**src/rtl/atm_ui_pkg.sv**
```systemverilog
// Shared definitions for the ATM user-input path: entry FSM encoding,
// BCD limits and button index constants used by digit_entry.
package atm_ui_pkg;

  localparam int DEFAULT_DIGITS = 4;

  localparam logic [3:0] BCD_MAX = 4'd9;

  localparam int BTN_C = 0;
  localparam int BTN_L = 1;
  localparam int BTN_R = 2;
  localparam int NUM_BTNS = 3;

  typedef enum logic [1:0] {
    IDLE  = 2'd0,
    ENTRY = 2'd1,
    DONE  = 2'd2
  } entry_state_e;

  // A switch value is a usable decimal digit only in the range 0..9.
  function automatic logic bcd_valid(input logic [3:0] d);
    return (d <= BCD_MAX);
  endfunction

endpackage

```
**src/rtl/button_debounce.sv**
```systemverilog
// Synchronises a raw push-button and accepts a new level only after it has
// been stable for DEBOUNCE_CYCLES consecutive samples. Emits a one-cycle
// press pulse on each accepted 0->1 transition.
module button_debounce #(
  parameter int DEBOUNCE_CYCLES = 1000000
) (
  input  logic clk,
  input  logic reset,
  input  logic raw,
  output logic level,
  output logic press
);

  localparam int CNT_W = (DEBOUNCE_CYCLES < 2) ? 1 : $clog2(DEBOUNCE_CYCLES + 1);
  localparam logic [CNT_W-1:0] CNT_LAST = CNT_W'(DEBOUNCE_CYCLES - 1);

  logic             sync_p0;
  logic             sync_p1;
  logic [CNT_W-1:0] cnt;

  // Two-flop synchroniser, then a stability counter that restarts whenever
  // the synchronised sample agrees with the accepted level.
  always_ff @(posedge clk) begin
    if (reset) begin
      sync_p0 <= 1'b0;
      sync_p1 <= 1'b0;
      level   <= 1'b0;
      cnt     <= '0;
      press   <= 1'b0;
    end else begin
      sync_p0 <= raw;
      sync_p1 <= sync_p0;
      press   <= 1'b0;
      if (sync_p1 == level) begin
        cnt <= '0;
      end else if (cnt == CNT_LAST) begin
        level <= sync_p1;
        cnt   <= '0;
        press <= sync_p1;
      end else begin
        cnt <= cnt + 1'b1;
      end
    end
  end

endmodule

```
**src/rtl/digit_entry.sv**
```systemverilog
// Collects a fixed-length BCD number (account number or PIN) from the
// switches and three debounced buttons: commit digit, backspace, enter.
module digit_entry
  import atm_ui_pkg::*;
#(
  parameter  int DEBOUNCE_CYCLES = 1000000,
  parameter  int DIGITS          = DEFAULT_DIGITS,
  localparam int VALUE_W         = 4 * DIGITS
) (
  input  logic               clk,
  input  logic               reset,
  input  logic               enable,
  input  logic [3:0]         sw,
  input  logic               BTNC,
  input  logic               BTNL,
  input  logic               BTNR,
  output logic [VALUE_W-1:0] value,
  output logic [2:0]         digit_count,
  output logic               done,
  output logic               entry_error
);

  localparam logic [2:0] FULL_COUNT = 3'(DIGITS);

  logic [NUM_BTNS-1:0] raw_btn;
  logic [NUM_BTNS-1:0] btn_level;
  logic [NUM_BTNS-1:0] btn_press;
  logic [NUM_BTNS-1:0] btn_hit;

  entry_state_e state;

  logic act_backspace;
  logic act_enter;
  logic act_commit;

  assign raw_btn[BTN_C] = BTNC;
  assign raw_btn[BTN_L] = BTNL;
  assign raw_btn[BTN_R] = BTNR;

  for (genvar i = 0; i < NUM_BTNS; i++) begin : g_btn
    button_debounce #(
      .DEBOUNCE_CYCLES(DEBOUNCE_CYCLES)
    ) u_debounce (
      .clk  (clk),
      .reset(reset),
      .raw  (raw_btn[i]),
      .level(btn_level[i]),
      .press(btn_press[i])
    );
  end

  // A press pulse always coincides with a high accepted level.
  assign btn_hit = btn_press & btn_level;

  // One action per cycle: backspace beats enter beats commit; losers are dropped.
  always_comb begin
    act_backspace = btn_hit[BTN_L];
    act_enter     = btn_hit[BTN_R] & ~btn_hit[BTN_L];
    act_commit    = btn_hit[BTN_C] & ~btn_hit[BTN_L] & ~btn_hit[BTN_R];
  end

  // Entry FSM with registered value, count and single-cycle status pulses.
  always_ff @(posedge clk) begin
    if (reset) begin
      state       <= IDLE;
      value       <= '0;
      digit_count <= '0;
      done        <= 1'b0;
      entry_error <= 1'b0;
    end else begin
      done        <= 1'b0;
      entry_error <= 1'b0;
      if (!enable) begin
        state       <= IDLE;
        value       <= '0;
        digit_count <= '0;
      end else begin
        case (state)
          IDLE: begin
            value       <= '0;
            digit_count <= '0;
            state       <= ENTRY;
          end
          ENTRY: begin
            if (act_backspace) begin
              if (digit_count != 3'd0) begin
                value       <= value >> 4;
                digit_count <= digit_count - 3'd1;
              end
            end else if (act_enter) begin
              if (digit_count == FULL_COUNT) begin
                done  <= 1'b1;
                state <= DONE;
              end else begin
                entry_error <= 1'b1;
              end
            end else if (act_commit) begin
              if (!bcd_valid(sw) || digit_count == FULL_COUNT) begin
                entry_error <= 1'b1;
              end else begin
                value       <= (value << 4) | VALUE_W'(sw);
                digit_count <= digit_count + 3'd1;
              end
            end
          end
          DONE: begin
            state <= DONE;
          end
          default: begin
            state <= IDLE;
          end
        endcase
      end
    end
  end

endmodule
```
**config.mk**
```make
export PLATFORM = sky130hd
export DESIGN_NAME = digit_entry
export DESIGN_NICKNAME = d
export VERILOG_FILES = /design/src/rtl/atm_ui_pkg.sv /design/src/rtl/button_debounce.sv /design/src/rtl/digit_entry.sv
export SDC_FILE = /design/constraint.sdc
export NUM_CORES = 1
export LEC_CHECK = 0
export BUFFER_PORTS_ARGS = -buffer_cell sky130_fd_sc_hd__buf_4
export CAP_MARGIN = 15
export CORE_AREA = 10 10 106 146
export CTS_BUF_LIST = sky130_fd_sc_hd__clkbuf_16
export CTS_CLUSTER_DIAMETER = 60
export DETAILED_ROUTE_END_ITERATION = 8
export DIE_AREA = 0 0 116 156
export PLACE_DENSITY = 0.56
export SYNTH_ARGS = -nofsm -noshare
export SYNTH_HDL_FRONTEND = slang
export SYNTH_SLANG_ARGS = --single-unit
```
**constraint.sdc**
```tcl
create_clock -name clk -period 3.7 [get_ports clk]
set_input_delay 0.185 -clock clk [delete_from_list [all_inputs] [get_ports clk]]
set_output_delay 0.185 -clock clk [all_outputs]
set_load 0.05 [all_outputs]
```
## Yosys cells after proc, flatten, opt, wreduce, memory -nomap -nowiden

Cells that the tools add are included.

- Flip-flop bits (word level): 95
- Output and inout bits: 21
- Bits in writable memories: 0
- Memories kept: 0
- Input bits: 10
- Latch bits: 0
- Memory bits (read-only): 0
- Word-level logic and storage cells: 98

- Multiply operators: 0
- Magnitude comparators: 1
- Eq/ne operators: 16
- Shift operators: 0
- Add/sub/neg operators: 5
- Multiplexer cells: 21
- Bitwise gates (word level): 16
- Divide/modulo/power cells: 0
- Reduce and logical (&&, ||, !) cells: 19

Operators by type and width:

| cell | number |
|---|---|
| $mux 16 | 5 |
| $add 20x1->20 const B | 3 |
| $eq 20x20->1 const B | 3 |
| $pmux 16 s2 | 1 |
| $reduce_or 3->1 | 6 |
| $or 16x4->16 | 1 |
| $mux 3 | 5 |
| $ne 3x3->1 const B | 4 |
| $not 1->1 | 11 |
| $mux 2 | 3 |
| $ne 2x2->1 const B | 3 |
| $pmux 2 s3 | 1 |
| $pmux 3 s2 | 1 |
| $reduce_and 2->1 | 3 |
| $mux 1 | 5 |
| $reduce_and 5->1 | 1 |
| $reduce_or 5->1 | 1 |
| $le 4x4->1 const B | 1 |
| $reduce_or 4->1 | 1 |
| $add 3x1->3 const B | 1 |
| $and 1x1->1 | 3 |
| $and 3x3->3 | 1 |
| $eq 1x1->1 | 3 |
| $eq 3x3->1 const B | 1 |
| 10 further kinds | 10 |

## Logic depth before layout (Yosys ltp)

Gate-level depths: netlist of the first run.

- Word-level depth: 8
- Gate-level depth with buffers: 9
- Gate-level depth less buffers: 7

## Cells and area by module

A second synthesis of the first run with hierarchy kept.

- Cell total of the unflattened synthesis: 512
- Area, all modules: 4461.8 um^2

By module, submodules not included:

| module | instances | cells an instance | area each (um^2) | sequential area each (um^2) |
|---|---|---|---|---|
| button_debounce | 3 | 115 | 1087.3 | 480.5 |
| digit_entry | 1 | 167 | 1199.9 | 460.4 |

## Least setup slack after synthesis of the first run

No wires, ideal clock.

- Kind: register to register
- Start point: reg digit_count[2]
- End point: reg value[10]
- Clock period less this slack: 1.858 ns
- Setup time: 0.072 ns
- Path buffers: 1
- Data required time: 3.628 ns
- Setup slack: 1.842 ns
- Data arrival time: 1.786 ns
- Stages on the path, launching flop included: 7
- Cell sequence: dfxtp_1 -> or3b_1 -> nand2_1 -> o211ai_2 -> nand2_4 -> buf_6 -> mux2i_1

- Longest elaborated chain between the ends: 4
- Elaborated cells on any way between the ends: 6
- Classes of those cells: eq/ne (3); reduce/logical (3)

Ends and longest elaborated chain:

| item | line | RTL |
|---|---|---|
| start: declaration | digit_entry.sv:18 | `output logic [2:0] digit_count,` |
| start signal: assignment | digit_entry.sv:88 | `digit_count <= digit_count - 3'd1;` |
| start signal: assignment | digit_entry.sv:102 | `digit_count <= digit_count + 3'd1;` |
| $eq 3x3->1 | digit_entry.sv:98 | `if (!bcd_valid(sw) \|\| digit_count == FULL_COUNT) begin` |
| $logic_or 1x1->1 | digit_entry.sv:98 |  |
| $ne 3x3->1 (no source line) | n/a |  |
| $reduce_and 5->1 (no source line) (*) | n/a |  |
| end signal: assignment | digit_entry.sv:87 | `value <= value >> 4;` |
| end signal: assignment | digit_entry.sv:101 | `value <= (value << 4) \| VALUE_W'(sw);` |
| end: declaration | digit_entry.sv:17 | `output logic [VALUE_W-1:0] value,` |

Every way passes the cells marked *; elsewhere a longest branch is shown, timed or not.
A chain may end at the register's enable or synchronous reset.

## Final worst setup path of the first run

- Start point: reg g_btn[2].u_debounce.cnt[0]
- End point: reg g_btn[2].u_debounce.cnt[5]

- Longest elaborated chain between the ends: 2
- Elaborated cells on any way between the ends: 3
- Classes of those cells: add/sub (1); eq/ne (1); reduce/logical (1)

Ends and longest elaborated chain:

| item | line | RTL |
|---|---|---|
| start: declaration | button_debounce.sv:19 | `logic [CNT_W-1:0] cnt;` |
| start signal: assignment | button_debounce.sv:41 | `cnt <= cnt + 1'b1;` |
| parallel branches: the longest is 2 deep, another holds $add 20x1->20 | n/a |  |

Several ways; the timed one is not identified.

==> results by group, run 1 <==
Global routing
  – GR Util All Layers: 9.74%
  – Total gr overflow: 0
  – Largest net degree at the start of global routing: 21
  – First-pass GRT wire length: 14500 um
  – Vias in the first global route: 3151
  – Initial antenna violation count: 0

Cells and area
  – Layout cells sized above 1: 15.1%
  – Final instance area: 4910 um^2
  – # diodes: 0
  – Fillers: 1297
  – Commonest non-fill, non-tap cell in the layout: dfxtp_1
  – Number of nets in the layout: 508
  – Area growth syn-to-layout: 15.0%
  – Most frequent cells in the layout: 95 x dfxtp_1, 79 x nor2_1, 59 x nand2_1, 33 x xor2_1, 31 x buf_4

Floorplanning
  – Core area: 12800 um^2
  – Initial Util: 33.5%
  – FP Rows: 49
  – Die Y: 156 um
  – Die X: 116 um
  – DIE AREA: 18100 um^2
  – I/O pins: 31

STA
  – Worst-Margin Slew: 0.843 ns
  – Highest clock rate: 474 MHz
  – Slew Viols, Final: 0
  – Tmin final: 2.11 ns
  – RSZ-0062 raised after global routing: no
  – Fin. Hold Viols: 0
  – Setup TNS: 0 ns
  – Slew margin rel.: 43.7%
  – Endpoints failing setup: 0
  – Fin Clk Skew: 0.00863 ns
  – Final Cycle Share: 57.1%

Power
  – Reg power frac: 49.5%
  – Combinational share of power: 3.8%
  – NetSw: 0.437 mW
  – Static Leak: 1.71 nW
  – Worst VDD drop: 0.227 mV
  – Total power: 2.09 mW
  – Internal Power: 1.65 mW
  – Clock power frac: 46.6%
  – Sw Share: 20.9%
  – Cell Pwr Density: 425 nW/um^2

Critical path
  – Crit path from: g_btn[2].u_debounce.cnt[0]
  – Crit-path leading delay family: simple AND/OR/NAND/NOR gates
  – Crit-path cells: ha_1 > and4_1 > nand2_1 > nor4_2 > or3_1 > nor2_1
  – Worst path depth: 6
  – Crit-path max FO: 20
  – CP arrival: 2.31 ns
  – Crit path buffers/inverters: 0
  – Slowest stage delay, CP: 0.59 ns
  – Setup crit start kind: register
  – CP required: 3.90 ns
  – Reg2reg start: g_btn[2].u_debounce.cnt[0]
  – R2R depth: 6
  – WS Path Type: register to register
  – CP endpoint kind: register
  – Slowest-stage cell, CP: or3_1

Detailed routing
  – Via count: 3106
  – Pre-antenna DRT Iters: 4
  – Residual DRC: 0
  – ANT nets after route: 0
  – Drt wl/cell: 12.6 um
  – First DRT Iteration DRCs: 59
  – DR vias/cell: 4.78
  – Total Routed Length: 8200 um

CTS
  – Post-CTS Setup Inserts: 0
  – Clock transition at path regs: 0.06 ns
  – CTS H-tree depth: 3
  – Max clock buf depth: 2
  – Num Clock Sinks: 95
  – CTS tree: yes
  – CTS buffer count: 9
  – CTS hold repair buffers: 0
  – Number of gates resized after cts: 0
  – Clock Tree Root: clkbuf_16
  – Clk_lat worst skew: 0.34 ns

Place
  – Placed inst area: 4600 um^2
  – Global placer's final weighted congestion: 0.775
  – I/O Buffers: 30
  – Post-DP HPWL: 5870 um

Yosys
  – Count of different cell masters after synthesis: 48
  – Syn Std Cell Area: 4270 um^2
  – #FFs+latches synth: 95
  – Top_reg_cell synth: dfxtp_1
  – EDFF count, synth: 0
  – Ys async rst share: 0%
  – Mapped Nets: 480
  – Syn Area/Cell: 9.20 um^2
  – Ys Warns: 0
  – Post-Syn Instances: 464
  – Sequential fraction of the synthesis area: 44.5%

Min path
  – Hold Crit Class: input pin to register
  – Worst Hold Path Cells: 2
  – Worst Hold Launch: BTNL

Outcome
  – Status: finished clean

Job
  – Max Cap Viol: 0
[worst register-to-register path: stages, from the launching register on]
cell     delay, ns
dfxtp_1       0.37
ha_1          0.23
and4_1        0.25
nand2_1       0.09
nor4_2        0.34
or3_1         0.59
nor2_1        0.11
[cells by family (layout without fill, tap and decap cells)]
kind of cell,after synthesis,count (layout),share of synthesized area (%)
muxes,35,35,8.56
AOI/OAI and AO/OA,7,7,1.32
buffers and inverters,22,55,2.99
DFF,95,95,44.5
xor gates and xnor gates,58,58,11.9
and+or+nand+nor,241,241,28.8
adders and majority gates,6,6,1.93
[cell type report]
type / instances / area, um^2 / area share, %
multi-input combinational: 347 / 2240 / 45.6
sequential: 95 / 1900 / 38.7
timing repair buffer: 31 / 233 / 4.74
clock buffer: 9 / 225 / 4.59
tap: 153 / 191 / 3.90
clock inverter: 7 / 88.8 / 1.81
inverter: 8 / 30.0 / 0.612
[stage by stage]
stage	worst slack, ns	utilization (%)	hold WS, ns	std cells
floorplan	1.84	-	0.257	464
global placement	1.64	36.0	0.404	634
detailed placement	1.57	36.0	0.407	634
CTS	1.54	38.5	0.0481	650
global route	1.33	38.5	0.0816	650
finish	1.59	38.5	0.0642	650
[flip-flops by register name (all words and copies together) (netlist names)]
| name | flops |
|---|---|
| g_btn.u_debounce.cnt | 60 |
| value | 16 |
| digit_count | 3 |
| g_btn.u_debounce.level | 3 |
| g_btn.u_debounce.press | 3 |
| g_btn.u_debounce.sync_p0 | 3 |
| g_btn.u_debounce.sync_p1 | 3 |
| state | 2 |
| done | 1 |
| entry_error | 1 |
[layer usage]
metal	GRT usage (%)	part of all wire (%)	vias up
met4	4.78	1.8	0
li1	-	-	1622
met5	0	0	-
met3	3.08	4.5	9
met2	15.9	48	37
met1	11.2	45	1438
[Yosys cell counts, types with 8 or more instances]
cell	number	area share, %
nor2_1	79	6.9
inv_1	8	0.70
xnor2_1	25	5.1
nand3_1	25	2.9
dfxtp_1	95	45
xor2_1	33	6.8
mux2i_1	23	5.4
nor3_1	8	0.94
mux2_2	12	3.2
nor4_1	8	1.2
nand2_1	59	5.2
nand4_1	13	1.9
[path summary, 6_finish.rpt]
| check | to | slack, ns |
|---|---|---|
| setup / recovery | g_btn[2].u_debounce.cnt[5] | 1.59 |
| hold reg to reg | g_btn[0].u_debounce.sync_p1 | 0.44 |
| setup reg to reg | g_btn[2].u_debounce.cnt[5] | 1.59 |
| hold / removal | g_btn[1].u_debounce.sync_p0 | 0.06 |
[power by group through the flow]
stage	Combinational, mW	Sequential (mW)	Clock [mW]
floorplan	0.0599	1.06	0
CTS	0.0820	1.03	1.01
global placement	0.0800	1.06	0
global route	0.0887	1.03	1.05
detailed placement	0.0815	1.06	0
finish	0.0802	1.03	0.972
(Power assumes the default switching activity.)
==> run 2: changes to the inputs <==
PLACE_DENSITY = 0.58   (was 0.56)
clock period = 1.89 ns   (was 3.7 ns; I/O delays follow)
==> run 2 against run 1 <==
Against the previous run:
- via count up 5.5%
- routed wire length grew 5.6%
- total power is 110% higher
- sequential share of layout area shrank 1.5 points
- first-iteration DRC count increased by 95%
- clock power up 120%
- setup slack worse by 1.5 ns
- clock skew grew 0.0043 ns
- hold slack lost 0.0014 ns
- combinational power grew 110%
- largest cell class unchanged
- highest routed layer unchanged
==> results by group, run 2 (same netlist as run 1, synthesis figures left out) <==
Critical path
  – Crit-path leading delay family: simple AND/OR/NAND/NOR gates
  – Slowest-stage cell, CP: dfxtp_1
  – Slowest stage delay, CP: 0.38 ns
  – CP arrival: 2.00 ns
  – Setup crit start kind: register
  – Crit-path cells: ha_2 > and4_1 > nand2_1 > nor4_4 > or3_1 > buf_4 > nor2_1
  – CP endpoint kind: register
  – CP required: 2.12 ns
  – Crit-path max FO: 12
  – WS Path Type: register to register
  – Crit path buffers/inverters: 1

STA
  – Fin. Hold Viols: 0
  – Slew margin rel.: 67.1%
  – Highest clock rate: 566 MHz
  – Fin Clk Skew: 0.0129 ns
  – Slew Viols, Final: 0
  – Final Cycle Share: 93.5%
  – Worst-Margin Slew: 0.489 ns
  – Endpoints failing setup: 0
  – Setup ws final: 0.122 ns
  – Tmin final: 1.77 ns

Place
  – Global placer's final weighted congestion: 0.793
  – Dpl ws: 0.0234 ns
  – Placed cell count: 647
  – I/O Buffers: 30
  – Post-DP HPWL: 6170 um

CTS
  – Clock transition at path regs: 0.07 ns
  – Max clock buf depth: 2
  – CTS H-tree depth: 3
  – Clk_lat worst skew: 0.34 ns
  – CTS tree: yes
  – Num Clock Sinks: 95
  – CTS buffer count: 9
  – Clock Tree Root: clkbuf_16

Detailed routing
  – Pre-antenna DRT Iters: 4
  – Via count: 3278
  – Drt wl/cell: 13.0 um
  – Met3 wire len: 357 um
  – Total Routed Length: 8660 um
  – DR vias/cell: 4.91
  – Met2 routed WL: 4260 um
  – M1 WL: 3910 um
  – Top Metal Used: met4
  – First DRT Iteration DRCs: 115
  – Residual DRC: 0
  – ANT nets after route: 0

Power
  – NetSw: 0.903 mW
  – Combinational share of power: 4.0%
  – Sw Share: 21.1%
  – Worst VDD drop: 0.517 mV
  – Static Leak: 1.83 nW
  – Internal Power: 3.39 mW
  – Reg power frac: 47.1%
  – Cell Pwr Density: 840 nW/um^2
  – Clock power frac: 48.9%

Cells and area
  – Number of nets in the layout: 526
  – Fillers: 1270
  – Most frequent cells in the layout: 95 x dfxtp_1, 79 x nor2_1, 59 x nand2_1, 45 x buf_4, 33 x xor2_1
  – Max reg flops: 60
  – # diodes: 0
  – Biggest register: g_btn.u_debounce.cnt
  – Top Registers: g_btn.u_debounce.cnt (60), value (16)
  – Layout cells sized above 1: 17.9%
  – Storage cell area: 1900 um^2
  – Finished Layout Cells: 668
  – Area growth syn-to-layout: 19.6%
  – Area occupied by multi-input gates: 2270 um^2
  – Commonest non-fill, non-tap cell in the layout: dfxtp_1

Global routing
  – Vias in the first global route: 3227
  – Total gr overflow: 0
  – GR Util All Layers: 10.0%
  – Largest net degree at the start of global routing: 21
  – First-pass GRT wire length: 14800 um
  – Initial antenna violation count: 0

Floorplanning
  – Die X: 116 um
  – I/O pins: 31
  – Die Y: 156 um
  – Initial Util: 33.5%
  – Core area: 12800 um^2
  – FP Rows: 49
  – DIE AREA: 18100 um^2

Outcome
  – Status: finished clean

Min path
  – Hold Crit Class: input pin to register

Job
  – Max Cap Viol: 0
run 2: worst min-delay path: stages:
cell and delay [ns]:
buf_4 0.09, nand2b_1 0.08, nor2_1 0.10
run 2: stage by stage:
stage | TNS, ns | hold WS (ns) | area [um^2] | utilization (%) | power (mW)
after CTS | 0 | 0.0583 | 5070 | 39.7 | 4.34
final | 0 | 0.0628 | 5110 | 40.1 | 4.29
after detailed placement | 0 | 0.319 | 4690 | 36.8 | 2.23
after floorplan | 0 | 0.166 | 4270 | - | 2.19
after global routing | -0.164 | 0.0941 | 5110 | 40.1 | 4.45
after global placement | 0 | 0.318 | 4690 | 36.8 | 2.23
run 2: worst paths after layout:
path	start	to	slack, ns	cells after the start
setup / recovery	g_btn[2].u_debounce.cnt[0]	g_btn[2].u_debounce.cnt[5]	0.12	7
hold reg to reg	g_btn[1].u_debounce.sync_p0	g_btn[1].u_debounce.sync_p1	0.44	1
hold / removal	enable	state[0]	0.06	3
setup reg to reg	g_btn[2].u_debounce.cnt[0]	g_btn[2].u_debounce.cnt[5]	0.12	7
run 2: routing by layer:
metal	track usage [%]	up-vias
li1	-	1662
met1	11.6	1552
met2	16.7	52
met3	3.16	12
met4	4.00	0
met5	0	-
run 2: timing repair:
item,4_1_cts,5_1_grt
setup endpoints to repair,0,39
hold endpoints to repair,3,0
resized for setup,0,5
setup buffers,0,1
hold buffers,3,0
run 2: power by group through the flow:
stage | clock network (mW) | logic [mW] | registers [mW]
after floorplan | 0 | 0.117 | 2.07
after global placement | 0 | 0.164 | 2.07
after detailed placement | 0 | 0.167 | 2.07
after CTS | 2.15 | 0.173 | 2.02
after global routing | 2.24 | 0.188 | 2.02
final | 2.10 | 0.172 | 2.02
run 2: final cells by class:
| type | instances | share of cell area [%] |
|---|---|---|
| Inverter | 8 | 0.588 |
| Clock inverter | 7 | 2.30 |
| Clock buffer | 9 | 4.41 |
| Sequential cell | 95 | 37.2 |
| Timing Repair Buffer | 48 | 7.20 |
| Multi-Input combinational cell | 348 | 44.5 |
| Tap cell | 153 | 3.75 |
